## config.mk

```make
export PLATFORM = sky130hd
export DESIGN_NAME = jk_reg_bank
export DESIGN_NICKNAME = d
export VERILOG_FILES = /design/src/rtl/jk_reg_bank.sv
export SDC_FILE = /design/constraint.sdc
export NUM_CORES = 1
export LEC_CHECK = 0
export ABC_CLOCK_PERIOD_IN_PS = 5900
export BUFFER_PORTS_ARGS = -buffer_cell sky130_fd_sc_hd__clkbuf_2
export CORE_ASPECT_RATIO = 1.1
export CORE_UTILIZATION = 35
export DETAILED_ROUTE_END_ITERATION = 10
export MAX_ROUTING_LAYER = met4
export SLEW_MARGIN = 30
export SYNTH_ARGS = -nofsm -noshare
export SYNTH_HDL_FRONTEND = slang
export SYNTH_SLANG_ARGS = --single-unit
```

## constraint.sdc

```tcl
create_clock -name clk -period 5.9 [get_ports clk]
set_input_delay 0.59 -clock clk [delete_from_list [all_inputs] [get_ports clk]]
set_output_delay 0.59 -clock clk [all_outputs]
set_load 0.01 [all_outputs]
```

## src/rtl/jk_reg_bank.sv

```systemverilog
// jk_reg_bank: WIDTH-bit bank of multi-mode flip-flops with change tracking.
//
// Each bit behaves as a JK, D, T or SR flip-flop, selected for the whole bank
// by mode on every enabled cycle. A parallel load overrides mode operation.
// Any edge on which q takes a new value is a "change cycle"; these produce a
// one-cycle registered chg pulse and bump a saturating counter. Driving S=R=1
// in SR mode raises a sticky error flag.
//
// Ports
//   clk       in   1      clock, rising-edge
//   reset     in   1      synchronous active-high reset
//   mode      in   2      00 JK, 01 D, 10 T, 11 SR
//   en        in   1      enable for mode operation
//   j         in   WIDTH  J / D / T / S per bit
//   k         in   WIDTH  K / - / - / R per bit
//   load      in   1      parallel load request (beats en)
//   load_val  in   WIDTH  parallel load data
//   clr_cnt   in   1      clear chg_cnt (beats a simultaneous change)
//   clr_err   in   1      clear sr_err (loses to a simultaneous set)
//   q         out  WIDTH  registered state
//   chg       out  1      high the cycle after a change cycle
//   chg_cnt   out  CNT_W  saturating count of change cycles
//   sr_err    out  1      sticky S=R=1 flag

module jk_reg_bank #(
    parameter int unsigned            WIDTH = 8,
    parameter int unsigned            CNT_W = 16,
    parameter logic [WIDTH-1:0]       INIT  = '0
) (
    input  logic             clk,
    input  logic             reset,
    input  logic [1:0]       mode,
    input  logic             en,
    input  logic [WIDTH-1:0] j,
    input  logic [WIDTH-1:0] k,
    input  logic             load,
    input  logic [WIDTH-1:0] load_val,
    input  logic             clr_cnt,
    input  logic             clr_err,
    output logic [WIDTH-1:0] q,
    output logic             chg,
    output logic [CNT_W-1:0] chg_cnt,
    output logic             sr_err
);

    localparam logic [1:0] MODE_JK = 2'b00;
    localparam logic [1:0] MODE_D  = 2'b01;
    localparam logic [1:0] MODE_T  = 2'b10;
    localparam logic [1:0] MODE_SR = 2'b11;

    localparam logic [CNT_W-1:0] CNT_MAX = '1;

    logic [WIDTH-1:0] mode_q;
    logic [WIDTH-1:0] q_next;
    logic             changed;
    logic             err_set;

    // Per-bit next value for the selected flip-flop type.
    always_comb begin
        mode_q = q;
        case (mode)
            // J=1 sets a 0 bit, K=0 keeps a 1 bit; J=K=1 therefore toggles.
            MODE_JK: mode_q = (j & ~q) | (~k & q);
            MODE_D:  mode_q = j;
            MODE_T:  mode_q = q ^ j;
            // S alone sets, R alone clears; 00 and the forbidden 11 both hold.
            MODE_SR: mode_q = (j & ~k) | (q & ~(k & ~j));
            default: mode_q = q;
        endcase
    end

    always_comb begin
        q_next = q;
        if (load) begin
            q_next = load_val;
        end else if (en) begin
            q_next = mode_q;
        end
    end

    assign changed = (q_next != q);
    assign err_set = en && !load && (mode == MODE_SR) && ((j & k) != '0);

    always_ff @(posedge clk) begin
        if (reset) begin
            q       <= INIT;
            chg     <= 1'b0;
            chg_cnt <= '0;
            sr_err  <= 1'b0;
        end else begin
            q   <= q_next;
            chg <= changed;

            if (clr_cnt) begin
                chg_cnt <= '0;
            end else if (changed && (chg_cnt != CNT_MAX)) begin
                chg_cnt <= chg_cnt + 1'b1;
            end

            if (err_set) begin
                sr_err <= 1'b1;
            end else if (clr_err) begin
                sr_err <= 1'b0;
            end
        end
    end

endmodule

```

# --- Word-level counts from Yosys, hierarchy flattened ---
# Cells that the tools add are included.
word_totals:
  regBits: 26
  out_inout_bits: 26
  word_cells: 37
classes:
  n_addsub: 1
  n_eq_ne: 5
  mux: 5
  bitwise: 13
  reduce_logical: 9
ops:
  columns: ["op", "n"]
  rows:
  - ["8-bit AND", 6]
  - ["8-bit NOT", 4]
  - ["8-bit one-hot mux with 4 select lines", 1]
  - ["16-bit by 1-bit adder with 16-bit output (second input constant)", 1]
  - ["8-bit 2-to-1 mux", 2]
  - ["16-bit inequality test (second input constant)", 1]
  - ["8-bit bitwise OR", 2]
  - ["8-bit inequality test", 1]
  - ["8-bit nonzero test", 1]
  - ["8-bit bitwise XOR", 1]
  - ["2-bit == test (second input constant)", 2]
  - ["1-bit logical AND", 4]
  - ["2-bit by 1-bit == test with 1-bit output (second input constant)", 1]
  - ["2-bit zero test", 1]
  - ["1-bit 2-to-1 mux", 2]
  - ["2-bit nonzero test", 1]
  - ["2-bit OR reduction", 1]
  - ["1-bit zero test", 1]

# --- Longest topological paths before layout ---
# Gate-level depths: netlist (run 1).
logic_depth:
  depth_word: 10
  depth_mapped: 11
  ltp_nobuf: 8

# --- Least setup slack after synthesis (run 1) ---
# Ideal clock, no wire load.
synth_timing:
  kind: "input-to-reg"
  from: "input port mode[0]"
  to: "register chg_cnt[11]"
  setup_time_ns: 0.116
  arrival_ns: 2.338
  t_required_ns: 5.784
  path_slack_ns: 3.447
  stages: 10
  n_path_buf: 2
  cell_sequence: "buf_6 inv_4 or4_1 a41oi_1 a21oi_1 and4bb_4 a21oi_4 buf_6 a21oi_1 a31o_1"
synth_between:
  elab_chain_len: 6
  elab_cells_between_ends: 9
synth_lines:
  columns: ["item", "line", "text"]
  rows:
  - ["from (decl)", "32", "input logic [1:0] mode,"]
  - ["2-bit == test, or another cell as far along", "61", "case (mode)"]
  - ["8-bit one-hot mux with 4 select lines *", "61", null]
  - ["8-bit 2-to-1 mux *", "76", "end else if (en) begin"]
  - ["8-bit 2-to-1 mux *", "74", "if (load) begin"]
  - ["8-bit inequality test *", "81", "assign changed = (q_next != q);"]
  - ["1-bit logical AND *", "96", "end else if (changed && (chg_cnt != CNT_MAX)) begin"]
  - ["to (signal assigned)", "97", "chg_cnt <= chg_cnt + 1'b1;"]
  - ["to (decl)", "42", "output logic [CNT_W-1:0] chg_cnt,"]
# Every way passes the cells marked *; elsewhere a longest branch is shown, timed or not.
# A chain may end at the register's enable or synchronous reset.

# --- Final worst setup path (run 1) ---
layout_timing:
  from: "input port load"
  to: "register chg_cnt[2]"
layout_between:
  elab_chain_len: 3
layout_lines:
  columns: ["item", "line", "text"]
  rows:
  - ["from (decl)", "36", "input logic load,"]
  - ["8-bit 2-to-1 mux", "74", null]
  - ["8-bit inequality test", "81", null]
  - ["1-bit logical AND", "96", null]
# No other way between the ends.

==> results of run 1 <==
[metrics by stage]
step | total power [W] | utilization (%) | area (µm²)
6_report | 0.000441 | 43.8 | 2380
5_1_grt | 0.000465 | 43.8 | 2380
4_1_cts | 0.000448 | 43.8 | 2380
3_5_place_dp | 0.000293 | 42.4 | 2300
3_3_place_gp | 0.000292 | 42.4 | 2300
2_1_floorplan | 0.000258 | - | 2000
[metal layers]
layer	wire length [µm]	global-route usage, %	vias up
li1	-	-	1090
met1	2600	24.8	1013
met2	2780	33.7	79
met3	300	2.23	6
met4	57	5.96	0
met5	0	-	-
[final cells by class]
type                            count  area [µm²]
Clock buffer                        3        41.3
Clock inverter                      1        30.0
Fill cell                         566        3050
Inverter                            9        36.3
Multi-Input combinational cell    217        1370
Sequential cell                    26         520
Tap cell                           75        93.8
Timing Repair Buffer               57         285
[worst register-to-register path, delay by kind of cell (launching register included)]
family                 cells  cell delay [ns]
AO/OA/AOI/OAI              5             1.06
AND/OR/NAND/NOR            2             0.74
flip-flops                 1             0.39
buffers and inverters      1             0.11
[final timing paths]
check | start | slack [ns] | cells past startpoint | endpoint
worst max-delay path | load | 3.03 | 9 | chg_cnt[2]
worst min-delay path | chg_cnt[13] | 0.49 | 2 | chg_cnt[13]
worst max register to register | q[0] | 3.49 | 8 | chg_cnt[2]
worst min register to register | chg_cnt[13] | 0.49 | 2 | chg_cnt[13]
[kinds of logic (layout without fill, tap and decap cells)]
| logic type | Yosys count | count (layout) |
|---|---|---|
| and+or+nand+nor | 122 | 122 |
| AOI/OAI and AO/OA | 78 | 78 |
| DFF | 26 | 26 |
| buffers and inverters | 24 | 70 |
| muxes | 10 | 10 |
| xor gates and xnor gates | 5 | 5 |
| adders and majority gates | 2 | 2 |
[cells in the mapped netlist, types with 2 or more instances]
cell type | instances | area [µm²]
buf_2 | 2 | 10.0
a31oi_1 | 6 | 37.5
and2_1 | 3 | 18.8
clkbuf_1 | 11 | 41.3
nor2_1 | 14 | 52.6
nor3_1 | 18 | 90.1
a21oi_1 | 23 | 115
mux2_1 | 2 | 22.5
a31o_1 | 9 | 78.8
inv_1 | 8 | 30.0
o21ai_0 | 10 | 50.1
mux2i_1 | 8 | 80.1
nand3_1 | 16 | 80.1
o21ai_1 | 2 | 10.0
nor2b_1 | 15 | 93.8
nand2_1 | 30 | 113
o2111ai_1 | 2 | 17.5
and3_1 | 5 | 31.3
a22oi_1 | 5 | 37.5
nand4_1 | 6 | 37.5
xnor2_1 | 4 | 35.0
or3_1 | 4 | 25.0
a211oi_1 | 2 | 15.0
nand2b_1 | 2 | 12.5
nor3_2 | 2 | 20.0
nand3b_1 | 2 | 15.0
buf_6 | 2 | 22.5
dfxtp_1 | 26 | 521
[flip-flops by register name, indices dropped and copies added (netlist names)]
signal   flops
q            8
sr_err       1
chg_cnt     16
chg          1
[placed cells by master, fill, tap and decap left out, types with 5 or more instances in the layout]
cell type and n:
a31o_1 9, a21oi_1 23, a22oi_1 5, nand4_1 6, nor2b_1 15, mux2i_1 8
nor2_1 13, nand2_1 30, a31oi_1 6, nand3_1 16, and3_1 5, inv_1 8
dfxtp_1 26, nor3_1 18, o21ai_0 10, clkbuf_2 57
[report_power, final]
group          total, W  switching, W  internal (W)
Clock          0.000152     0.0000609     0.0000909
Sequential     0.000188    0.00000710      0.000181
Combinational  0.000101     0.0000610     0.0000403
Total          0.000441      0.000129      0.000312
==> results.cfg, run 1 <==
[outcome]
status = complete, no violations

[timing]
finalWorstPathRequiredPeriod_ns = 2.87
fin_ws_ns = 3.03
slew_viol_final = 0
fmax_ghz = 0.349
finalHoldViolCount = 0
worstMarginPinSlew_ns = 0.816
slew_headroom_pct = 45.5
finalCritPeriodShare_pct = 48.6
finalSetupViolations = 0
clock_skew_ns = 0.00582
hold_ws_ns = 0.494
grt_setup_unrepaired = false
timing.setup.tns_ns = 0

[global_route]
grt_max_degree = 27
grt_overflow = 0
track_usage_pct = 20.0
grt_pass1_vias = 1979
grt_antenna_before_repair = 0
grt_pass1_wl_um = 9140

[die]
initial_core_util_pct = 36.8
die-height_um = 81.3
rows = 28
die-area_mm2 = 0.00602
die_x_um = 74.1
core_mm2 = 0.00543
ios = 58

[critical_path]
worst-path-max-fanout = 24
cp.arrival_ns = 3.04
cp.buffers_inverters = 1
worstSetupStartpointType = input port
cp_top_family = compound AO/OA/AOI/OAI gates
path_class = input port to flop
cp_slowest_cell = nor2b_1
required_ns = 6.08
crit_chain = clkbuf_2, nor2b_1, a311o_1, o31ai_1, o211ai_1, and4bb_4, a21oi_4, a21oi_1, a31o_1
end_kind = flop
cpPeakStageDelay_ns = 0.73

[detailed_routing]
firstDrtPassIters = 4
drtIter0Drc = 150
drt_wl_total_um = 5730
ant_nets = 0
drc = 0
wire_per_inst_um = 14.8
num_vias = 2188
vias_per_cell = 5.64

[placed_design]
dp_hpwl_um = 4140
dp_cells = 384
port_buffers = 57
gp_congestion = 0.847
place_ws_ns = 2.79

[logic_synthesis]
synth-adder-area-share_pct = 1.13
synthArstFlopShare_pct = 0
synth_compound_area_share_pct = 28.2
synth_fp_nets = 300
netlist_instances = 267
ys_warn_count = 0
synthFlopType = dfxtp_1
ys_types = 56
synth_xor_area_share_pct = 2.19
synth_edf_count = 0
synth_top_family_by_area = simple AND/OR/NAND/NOR gates
synthMuxAreaShare_pct = 5.13
synth-simple-area-share_pct = 31.9
syn-cell-area_mm2 = 0.00200
synth_seq_area_share_pct = 26.0
ys_ff_latch = 26
syn_area_per_cell_um2 = 7.49

[clock_network]
clk_path_buf_depth = 2
hold_buffers = 0
postCtsSetupBuffers = 0
path_clk_slew_ns = 0.10
clock_latency_ns = 0.28
cts_tree = done
cts_max_level = 1
cts_made_buffers = 3
cts_resized = 0
root_buffer = clkbuf_8
cts.sinks = 26

[layout]
n_antenna_cell = 0
final_layout_size_suffix_gt1_share_pct = 22.7
final_cells = 388
final_nets = 347
area_growth_pct = 19.0

[flow_run]
max_cap_violations = 0

[power]
powerDensity_mw_per_mm2 = 185
peakVddDrop_mv = 0.0832
power_leakage_nw = 0.970

[worst_hold_path]
min_path_type = flop to flop
No activity file was read; power rests on OpenSTA's default activity.
==> run 2, diff against run 1 <==
Settings changed: ABC_AREA from default to 1, ABC_CLOCK_PERIOD_IN_PS 5900 to 2800.
Clock period 5.9 ns to 2.8 ns, I/O delays scaled along.
==> results.cfg, run 2 <==
[layout]
final_common_cell = nand2_1
largest_reg_flops = 16
final_core_util_pct = 42.4
regMostFlops = chg_cnt
reg.largest.list = chg_cnt: 16 flops, q: 8 flops
n_antenna_cell = 0
mostFrequentLayoutCells = nand2_1 (111), clkbuf_2 (57), nor2_1 (50), nand3_1 (44), inv_1 (33)
final_layout_size_suffix_gt1_share_pct = 18.4
area_growth_pct = 17.1
final_nets = 436

[detailed_routing]
drc = 0
ant_nets = 0
vias_per_cell = 4.78
drt_wl_total_um = 5540
wire_per_inst_um = 11.6
firstDrtPassIters = 4
drtIter0Drc = 84
num_vias = 2289

[critical_path]
cp_slowest_cell = dfxtp_1
worst-path-max-fanout = 14
worstSetupStartpointType = flop
cp.arrival_ns = 2.31
required_ns = 3.00
crit_chain = ha_1, inv_1, nor2_1, nand4_1, nor2_1, inv_1, o21ai_4, nand2_1, a21oi_1
cpPeakStageDelay_ns = 0.43
reg2reg_setup_slack_ns = 0.69
crit_path_end = chg_cnt[10]
end_kind = flop
r2r-end = chg_cnt[10]
r2r_cells = 9
timing.critical_path.from = chg_cnt[0]
path_class = flop to flop
reg2reg_from = chg_cnt[0]

[global_route]
track_usage_pct = 19.0
grt_use_met1_pct = 23.6
use_met3_pct = 2.31
grt_pass1_vias = 1988
grt_pass1_wl_um = 9070
top_usage_layer = met2
grt_antenna_before_repair = 0
use_met2_pct = 32.0
grt_overflow = 0
grt_max_degree = 17

[die]
die-height_um = 83.0
ios = 58
die_x_um = 75.7
initial_core_util_pct = 36.2
rows = 29
core_mm2 = 0.00577
die-area_mm2 = 0.00628

[placed_design]
place_ws_ns = 0.628
port_buffers = 57
dp_hpwl_um = 4380
gp_congestion = 0.935

[clock_network]
clock_latency_ns = 0.28
cts_resized = 0
postCtsSetupBuffers = 0
cts_made_buffers = 3
cts.sinks = 26
cts_max_level = 1
root_buffer = clkbuf_8
path_clk_slew_ns = 0.10
cts_tree = done
hold_buffers = 0
clk_path_buf_depth = 2

[power]
power_leakage_nw = 1.19
peakVddDrop_mv = 0.228
powerDensity_mw_per_mm2 = 377

[timing]
finalHoldViolCount = 0
fmax_ghz = 0.474
fin_ws_ns = 0.691
worstMarginPinSlew_ns = 0.495
slew_headroom_pct = 66.9
slew_viol_final = 0
timing.setup.tns_ns = 0
finalWorstPathRequiredPeriod_ns = 2.11
finalSetupViolations = 0
grt_setup_unrepaired = false
finalCritPeriodShare_pct = 75.3
clock_skew_ns = 0.00831

[logic_synthesis]
synth.cells.most_frequent = nand2_1 (111), nor2_1 (50), nand3_1 (44)
synth_seq_area_share_pct = 24.9
synth_top_cell_area_share_pct = 24.9
ys_warn_count = 0
synth_edf_count = 0
ys_types = 29
netlist_top_cells_area = dfxtp_1 (25%), nand2_1 (20%), nand3_1 (11%), nor2_1 (9.0%), inv_1 (5.9%)
ys_ff_latch = 26
syn-cell-area_mm2 = 0.00209
synthArstFlopShare_pct = 0
syn_area_per_cell_um2 = 5.93
netlist_instances = 352
synth_fp_nets = 385
synthFlopType = dfxtp_1
yosys.area.top_type = dfxtp_1
yosysMostFrequentCell = nand2_1

[outcome]
status = complete, no violations

[flow_run]
max_cap_violations = 0

[worst_hold_path]
min_path_type = input port to flop
==> run 2: cell types whose count changed in the layout (fill, tap and decap cells not counted), moves of 6 or more <==
cell     delta
a21oi_1     -6
a31o_1      -9
a31oi_1     -6
inv_1      +25
mux2i_1     -8
nand2_1    +81
nand3_1    +28
nor2_1     +37
nor2b_1    -15
nor3_1     -17
nor3b_1     +6
or2_1       +6
xor2_1      +6
==> run 2: critical path, delay by kind of cell, from the launching register on <==
kind / cells / cell delay [ns]
AOI/OAI and AO/OA: 2 / 0.38
adders and majority gates: 1 / 0.26
and+or+nand+nor: 4 / 0.66
buffers and inverters: 2 / 0.30
DFF: 1 / 0.43
==> run 2: how the worst min path moves through the flow <==
stage	start	endpoint	slack [ns]	cells past startpoint
detailed placement	sr_err	sr_err	0.46	2
global placement	sr_err	sr_err	0.45	2
floorplan	clr_err	sr_err	0.44	3
CTS	clr_err	sr_err	0.24	4
finish	clr_err	sr_err	0.24	4
global route	clr_err	sr_err	0.26	4
==> run 2: area by class of cell <==
type | instances | area, µm²
fill | 628 | 3320
timing repair buffer | 57 | 285
tap | 77 | 96.3
multi-input combinational | 278 | 1330
clock buffer | 3 | 41.3
sequential | 26 | 520
inverter | 37 | 144
clock inverter | 1 | 30.0
==> run 2: per-layer routing <==
metal	wire (µm)	up-vias
met1	2550	1007
met3	220	6
li1	-	1220
met4	57	0
met2	2720	56
met5	0	-
==> run 2: cells by family after synthesis <==
family	Yosys count	share of synthesized area, %
flip-flops	26	24.9
AO/OA/AOI/OAI	26	7.13
XOR/XNOR	13	5.45
AND/OR/NAND/NOR	238	50.4
adder cells (fa/ha/maj)	1	0.599
buffers and inverters	48	11.4
==> run 2: where the power goes <==
group | internal [W] | switching [W] | total [W]
combinational | 0.0000778 | 0.000132 | 0.000210
sequential | 0.000382 | 0.0000121 | 0.000394
clock | 0.000191 | 0.000126 | 0.000318
total | 0.000651 | 0.000271 | 0.000922
==> run 2: stage by stage <==
step           std cells  hold slack (ns)  total power, W  area [µm²]
3_3_place_gp         475            0.453        0.000613        2370
2_1_floorplan        352            0.443        0.000550        2090
5_1_grt              479            0.265        0.000982        2450
3_5_place_dp         475            0.461        0.000614        2370
6_report             479            0.243        0.000922        2450
4_1_cts              479            0.239        0.000935        2450
==> run 3, diff against run 2 <==
Settings changed: ABC_AREA 1 to 0, ABC_CLOCK_PERIOD_IN_PS 2800 to 1900.
Clock period 2.8 ns to 1.9 ns, I/O delays scaled along.
==> results.cfg, run 3 (synthesized netlist as in run 1, its figures left out) <==
[timing]
timing.setup.tns_ns = -1.63
finalHoldViolCount = 0
fmax_ghz = 0.487
finalSetupViolations = 16
finalCritPeriodShare_pct = 108
fin_ws_ns = -0.153
grt_setup_unrepaired = true
clock_skew_ns = 0.00470
hold_ws_ns = 0.177
worstMarginPinSlew_ns = 0.353
finalWorstPathRequiredPeriod_ns = 2.05
slew_headroom_pct = 76.5
slew_viol_final = 0

[critical_path]
reg2reg_from = q[0]
worst-path-max-fanout = 4
r2r_cells = 10
end_kind = flop
worstSetupStartpointType = flop
reg2reg_setup_slack_ns = -0.15
path_class = flop to flop
required_ns = 2.08
cp.arrival_ns = 2.23
r2r-end = chg_cnt[14]

[layout]
final_nets = 415
n_antenna_cell = 0
area_growth_pct = 50.1
seqCellArea_um2 = 531
final_common_cell = buf_4
reg.largest.list = chg_cnt: 16 flops, q: 8 flops
largest_reg_flops = 16
final.fill_count = 537
mostFrequentLayoutCells = buf_4 (64), clkbuf_2 (57), nand2_1 (30), dfxtp_1 (22), a21oi_1 (19)
final_layout_size_suffix_gt1_share_pct = 40.9
regMostFlops = chg_cnt
multi_input_area_mm2 = 0.00145

[global_route]
grt_antenna_before_repair = 0
track_usage_pct = 22.2
grt_max_degree = 18
grt_pass1_vias = 2192
grt_overflow = 0
grt_pass1_wl_um = 10000

[die]
die-height_um = 81.3
core_mm2 = 0.00543
initial_core_util_pct = 36.8
die_x_um = 74.1
rows = 28
die-area_mm2 = 0.00602
ios = 58

[worst_hold_path]
whs_path_depth = 3
whs_endpoint = q[6]
min_path_type = input port to flop
hold_start = load_val[6]

[power]
p_sw_share_pct = 32.0
switchingPower_w = 0.000441
power_leakage_nw = 1.33
power_frac_seq_pct = 41.8
p_int_w = 0.000939
powerDensity_mw_per_mm2 = 460
comb_power_share_pct = 33.8
clkPwrFrac_pct = 24.4
peakVddDrop_mv = 0.332

[detailed_routing]
wire_per_inst_um = 13.9
vias_per_cell = 5.36
drtIter0Drc = 151
num_vias = 2446
drt_wl_total_um = 6360
firstDrtPassIters = 4
drc = 0
ant_nets = 0

[outcome]
status = complete, but fails checks
violations = negative setup slack

[clock_network]
path_clk_slew_ns = 0.10
hold_buffers = 0
cts_tree = done
cts_max_level = 1
cts.sinks = 26
clk_path_buf_depth = 2
cts_made_buffers = 3
clock_latency_ns = 0.28
root_buffer = clkbuf_8

[placed_design]
port_buffers = 57
dp_hpwl_um = 4920
gp_congestion = 0.935

[flow_run]
max_cap_violations = 0
==> run 3: changes by cell type in the layout (fill, tap and decap cells not counted), sizes merged, moves of 7 or more <==
| cell | delta |
|---|---|
| or2 | -7 |
| nor2 | -39 |
| nand3 | -28 |
| nand2 | -85 |
| nor3 | +19 |
| inv | -28 |
| a21oi | +7 |
| nor2b | +15 |
| a31o | +10 |
| buf | +67 |
| mux2i | +8 |
==> run 3: cell type report <==
type	instances	share of cell area, %
clock inverters	1	0.125
flip-flops and latches	26	17.7
clock buffers	3	1.38
well taps	75	3.13
repair buffers	125	28.1
inverters	9	1.29
multi-input cells	217	48.4
==> run 3: repair_timing <==
action	4_1_cts	5_1_grt
setup buffers	2	1
setup endpoints to repair	16	16
pin swaps	11	1
gates resized for setup	9	1
cloned	0	1
==> run 3: worst max-delay path: stages, from the launching register on <==
cell      delay [ns]
dfxtp_4         0.37
inv_4           0.04
or4_4           0.47
a41oi_2         0.14
a21oi_1         0.06
and4bb_4        0.23
buf_4           0.14
buf_6           0.11
a21oi_4         0.15
a21oi_1         0.08
a31o_1          0.18
==> run 3: through the flow <==
| step | util [%] | instance area (µm²) | power, W | setup WS, ns | instances |
|---|---|---|---|---|---|
| 2_1_floorplan | - | 2070 | 0.000816 | -0.101 | 267 |
| 3_3_place_gp | 52.8 | 2870 | 0.00103 | -0.290 | 448 |
| 3_5_place_dp | 52.8 | 2870 | 0.00103 | -0.360 | 448 |
| 4_1_cts | 54.6 | 2960 | 0.00138 | -0.154 | 454 |
| 5_1_grt | 55.3 | 3000 | 0.00145 | -0.280 | 456 |
| 6_report | 55.3 | 3000 | 0.00138 | -0.153 | 456 |
==> run 3: worst max path at each step <==
stage                  from  slack [ns]  cells past startpoint     endpoint
floorplan              q[2]       -0.10                     10  chg_cnt[11]
global placement    mode[1]       -0.29                     10   chg_cnt[6]
detailed placement  mode[1]       -0.36                     10   chg_cnt[6]
CTS                    q[0]       -0.15                      8   chg_cnt[4]
global route           q[0]       -0.28                      9  chg_cnt[15]
finish                 q[0]       -0.15                     10  chg_cnt[14]
==> run 3: power groups by stage <==
| stage | clock network [W] | registers [W] | logic (W) |
|---|---|---|---|
| floorplan | 0 | 0.000600 | 0.000216 |
| global placement | 0 | 0.000588 | 0.000438 |
| detailed placement | 0 | 0.000589 | 0.000442 |
| CTS | 0.000345 | 0.000577 | 0.000454 |
| global route | 0.000364 | 0.000580 | 0.000510 |
| finish | 0.000337 | 0.000577 | 0.000466 |
==> run 3: layer usage <==
| layer | global-route usage, % | vias up | part of all wire (%) |
|---|---|---|---|
| li1 | - | 1228 | - |
| met1 | 27.4 | 1120 | 44 |
| met2 | 37.7 | 89 | 49 |
| met3 | 2.48 | 9 | 4.9 |
| met4 | 6.73 | 0 | 1.5 |
| met5 | - | - | 0 |
